### config.mk
export PLATFORM = sky130hd
export DESIGN_NAME = mem_pair_loader
export DESIGN_NICKNAME = d
export VERILOG_FILES = /design/src/rtl/mem_pair_loader.sv
export SDC_FILE = /design/constraint.sdc
export NUM_CORES = 1
export LEC_CHECK = 0
export BUFFER_PORTS_ARGS = -buffer_cell sky130_fd_sc_hd__clkbuf_2
export CORE_MARGIN = 8
export CORE_UTILIZATION = 55
export DETAILED_ROUTE_END_ITERATION = 12
export MAX_ROUTING_LAYER = met4
export PLACE_DENSITY = 0.83
export REMOVE_ABC_BUFFERS = 1
export SETUP_SLACK_MARGIN = 0.05
export SYNTH_ARGS = -nofsm -noshare
export SYNTH_HDL_FRONTEND = slang
export SYNTH_SLANG_ARGS = --single-unit
### constraint.sdc
create_clock -name clk -period 17.5 [get_ports clk]
set_input_delay 1.75 -clock clk [delete_from_list [all_inputs] [get_ports clk]]
set_output_delay 1.75 -clock clk [all_outputs]
set_load 0.005 [all_outputs]
### src/rtl/mem_pair_loader.sv
// mem_pair_loader
//
// Collects a serial stream of DATA_W-bit words into two DEPTH-entry arrays
// (mem_a, then mem_b) and offers them as one frame to a downstream consumer
// under a valid/ready handshake. The frame stays frozen while out_valid is
// high and is released on out_ready. A start-of-frame marker (in_sof)
// realigns the loader at any time; if it arrives mid-frame, resync_err
// pulses for one cycle.
//
// Ports:
//   clk         rising-edge clock
//   rst         asynchronous active-high reset
//   in_valid    upstream word valid
//   in_ready    loader can accept a word (decoded from state register)
//   in_data     stream word
//   in_sof      start-of-frame marker, qualified by the accept
//   mem_a       first DEPTH words of the frame
//   mem_b       second DEPTH words of the frame
//   out_valid   mem_a/mem_b hold a complete frame
//   out_ready   consumer takes the frame
//   resync_err  one-cycle pulse after an in_sof accepted mid-frame
//   frame_cnt   number of frames handed off, wraps at 16 bits

module mem_pair_loader #(
    parameter int DATA_W = 16,
    parameter int DEPTH  = 8
) (
    input  logic              clk,
    input  logic              rst,
    input  logic              in_valid,
    output logic              in_ready,
    input  logic [DATA_W-1:0] in_data,
    input  logic              in_sof,
    output logic [DATA_W-1:0] mem_a [0:DEPTH-1],
    output logic [DATA_W-1:0] mem_b [0:DEPTH-1],
    output logic              out_valid,
    input  logic              out_ready,
    output logic              resync_err,
    output logic [15:0]       frame_cnt
);

    localparam int IDX_W = $clog2(DEPTH);

    localparam logic [1:0] FILL_A = 2'd0;
    localparam logic [1:0] FILL_B = 2'd1;
    localparam logic [1:0] HOLD   = 2'd2;

    logic [1:0]       state;
    logic [IDX_W-1:0] idx;
    logic             accept;
    logic             idx_last;

    // Handshake outputs come straight from the state register, so there is
    // no combinational path from in_valid or out_ready to either of them.
    assign in_ready  = (state != HOLD);
    assign out_valid = (state == HOLD);

    assign accept   = in_valid && in_ready;
    assign idx_last = (idx == IDX_W'(DEPTH - 1));

    // Control path: state, write index, resync pulse and handoff counter.
    // An accepted in_sof always restarts the frame at mem_a[0], so the next
    // word lands in mem_a[1]; it is only an error when the loader was not
    // already sitting at the very start of a frame.
    always_ff @(posedge clk or posedge rst) begin
        if (rst) begin
            state      <= FILL_A;
            idx        <= '0;
            resync_err <= 1'b0;
            frame_cnt  <= '0;
        end else begin
            resync_err <= 1'b0;
            if (accept && in_sof) begin
                state      <= FILL_A;
                idx        <= IDX_W'(1);
                resync_err <= !((state == FILL_A) && (idx == '0));
            end else if (accept) begin
                if (idx_last) begin
                    state <= (state == FILL_A) ? FILL_B : HOLD;
                    idx   <= '0;
                end else begin
                    idx <= idx + IDX_W'(1);
                end
            end else if ((state == HOLD) && out_ready) begin
                state     <= FILL_A;
                frame_cnt <= frame_cnt + 16'd1;
            end
        end
    end

    // Data path: an entry changes only on the edge that accepts its word.
    // Entries are never cleared between frames; a complete frame always
    // overwrites every entry before out_valid rises.
    always_ff @(posedge clk or posedge rst) begin
        if (rst) begin
            for (int i = 0; i < DEPTH; i++) begin
                mem_a[i] <= '0;
                mem_b[i] <= '0;
            end
        end else if (accept) begin
            if (in_sof) begin
                mem_a[0] <= in_data;
            end else if (state == FILL_A) begin
                mem_a[idx] <= in_data;
            end else begin
                mem_b[idx] <= in_data;
            end
        end
    end

endmodule

==> impl_metrics.ini <==
[clock_network]
cts_tree = built
cts_buffers = 28
postCtsSetupBuffers = 0
cts_root_buf = clkbuf_16
clock-sinks = 278
clk_path_buf_depth = 3
htreeDepth = 1
clk-insertion-delay-late_ns = 0.53
cts_hold_buf = 0
path_clk_slew_ns = 0.06
post_cts_resized = 0

[timing]
setup-violations-final = 0
slew_headroom_pct = 29.0
hold_viol_final = 0
slew_violations = 0
fmax_ghz = 0.307
final.setup.tns_ns = 0
final.period_utilization_pct = 18.6
worst_slew_pin_slew_ns = 1.06
fin_skew_ns = 0.00934
rsz0062_at_grt = no
period_minus_slack_ns = 3.26

[route]
drcViolationCount = 0
route.met2.wl_um = 13900
top_layer = met4
drt-vias-per-instance = 5.37
totalWireLength_um = 28800
first_pass_iters = 4
ant_nets = 0
dr_wl_met3_um = 2380
wl_met1_um = 11800
initialDrtViolationCount = 304
vias = 6725
wl_per_cell_um = 23.0

[synth]
ys_ff_latch = 278
syn_area_per_cell_um2 = 15.9
netlist_instances = 679
synth.cell_area_um2 = 10800
yosysWarnings = 0
async_reset_ff_share_pct = 100
synthDistinctLibCells = 38
synth_flop_cell = dfrtp_1
yosysSeqAreaShare_pct = 64.5
synth_edf_count = 0

[min_path]
min_to = frame_cnt[15]
holdPathStages = 1
holdCritStartpoint = frame_cnt[15]
hp-class = reg2reg

[setup_path]
crit-reg2reg-launch = state[0]
reg2reg_slack_ns = 15.29
crit_chain = nand2b_1 -> inv_1 -> clkbuf_2
timing.rr.end = mem_a[94]
critPathRequiredTime_ns = 15.75
cp.buffers_inverters = 2
r2r_cells = 4
path_delay_family = flip-flops
crit_type = reg2out
critPathMaxFanout = 8
slowest_delay_ns = 0.48
cp_slowest_cell = dfrtp_1
end_kind = primary output
cp.arrival_ns = 1.51
worstSetupStartpointType = flop

[cells_and_area]
layout-drive-gt1-share_pct = 63.2
final_cell_area_um2 = 13300
nets = 991
area_growth_pct = 23.6
final_common_cell = clkbuf_2
nFillCells = 1416
post-route-util_pct = 69.0
final_cell_mix = clkbuf_2, dfrtp_1, mux2_2, clkbuf_16, nand2_1
fin_cells = 1253

[die]
die_w_um = 156
rows = 51
core_um2 = 19300
io_pins = 296
initial_core_util_pct = 55.8
dieArea_um2 = 24300
die_y_um = 156

[pwr]
intPower_mw = 1.48
p_leak_nw = 7.02
switching_share_pct = 27.7
p_seq_share_pct = 46.2
clkPwrFrac_pct = 30.5
switchingPower_mw = 0.566
power.density_nw_per_um2 = 153
pwr-share-comb_pct = 23.3
power.total_mw = 2.04
ir_drop_v = 0.000103

[flow_run]
cap_violations = 0

[grt]
grt_overflow = 0
grt_pass1_wl_um = 43900
grt_pass1_vias = 7392
grt_max_degree = 138
grtUsageTotal_pct = 24.3
antenna_found_initial = 1

[place]
place_congestion = 0.829
dp.cells = 1201
portBuffers = 295
dp_hpwl_um = 19200
place_area_um2 = 12400

[outcome]
run_status = complete, no violations
[sequential cells by signal, indices dropped and copies added, names as in the netlist]
signal / cells
mem_a: 128
mem_b: 128
frame_cnt: 16
idx: 3
state: 2
resync_err: 1
[how the worst max path moves through the flow]
stage / to / slack, ns / startpoint / cells past startpoint
2_1_floorplan: frame_cnt[0] / 8.08 / rst / 1
3_3_place_gp: mem_b[118] / 13.93 / rst / 3
3_5_place_dp: mem_a[102] / 13.86 / in_valid / 5
4_1_cts: out_valid / 14.25 / state[0] / 3
5_1_grt: out_valid / 14.19 / state[0] / 3
6_report: out_valid / 14.24 / state[0] / 3
[power groups by stage]
stage,Clock [mW],Combinational [mW],Sequential (mW)
after global routing,0.655,0.521,0.966
final,0.622,0.477,0.943
after global placement,0,0.470,0.940
after detailed placement,0,0.485,0.950
after CTS,0.632,0.489,0.942
after floorplan,0,0.195,0.951
[logic make-up after synthesis]
group                    synth area share, %
multiplexers                            26.7
buffers and inverters                   2.74
AO/OA/AOI/OAI                          0.615
AND/OR/NAND/NOR                         3.74
adder cells (fa/ha/maj)                0.464
XOR/XNOR                                1.22
flip-flops                              64.5
[worst reg2reg max path, delay by kind of cell, from the launching register on]
family	cells	cell delay (ns)
muxes	1	0.44
and+or+nand+nor	3	1.19
DFF	1	0.47
[through the flow]
step                      worst slack [ns]  hold WS [ns]
after floorplan                       8.08         0.468
after global placement               13.93         0.462
after detailed placement             13.86         0.468
after CTS                            14.25         0.477
after global routing                 14.19         0.502
final                                14.24         0.478
[Yosys cell counts (all sizes together), types with 4 or more instances]
cell type / number / area (µm²)
buf: 23 / 191
nor2: 14 / 67.6
clkbuf: 17 / 73.8
xnor2: 12 / 105
dfrtp: 278 / 6960
mux2: 256 / 2880
o21ai: 4 / 20.0
nand3: 8 / 52.6
ha: 4 / 50.1
nand2: 24 / 105
inv: 8 / 30.0
nor4: 4 / 37.5
[area by class of cell]
| class | instances | area, µm² | share of cell area [%] |
|---|---|---|---|
| Clock buffer | 39 | 843 | 6.32 |
| Sequential cell | 278 | 6960 | 52.2 |
| Clock inverter | 11 | 136 | 1.02 |
| Antenna cell | 2 | 5.00 | 0.0375 |
| Tap cell | 265 | 332 | 2.49 |
| Multi-Input combinational cell | 353 | 3530 | 26.5 |
| Timing Repair Buffer | 297 | 1490 | 11.2 |
| Inverter | 8 | 37.5 | 0.281 |
[per-layer routing]
| metal | vias to the layer above | GRT usage (%) |
|---|---|---|
| met5 | - | - |
| met4 | 0 | 6.75 |
| met3 | 44 | 6.90 |
| met2 | 255 | 39.2 |
| met1 | 3473 | 29.5 |
| li1 | 2953 | - |
No activity file was read; power rests on OpenSTA's default activity.
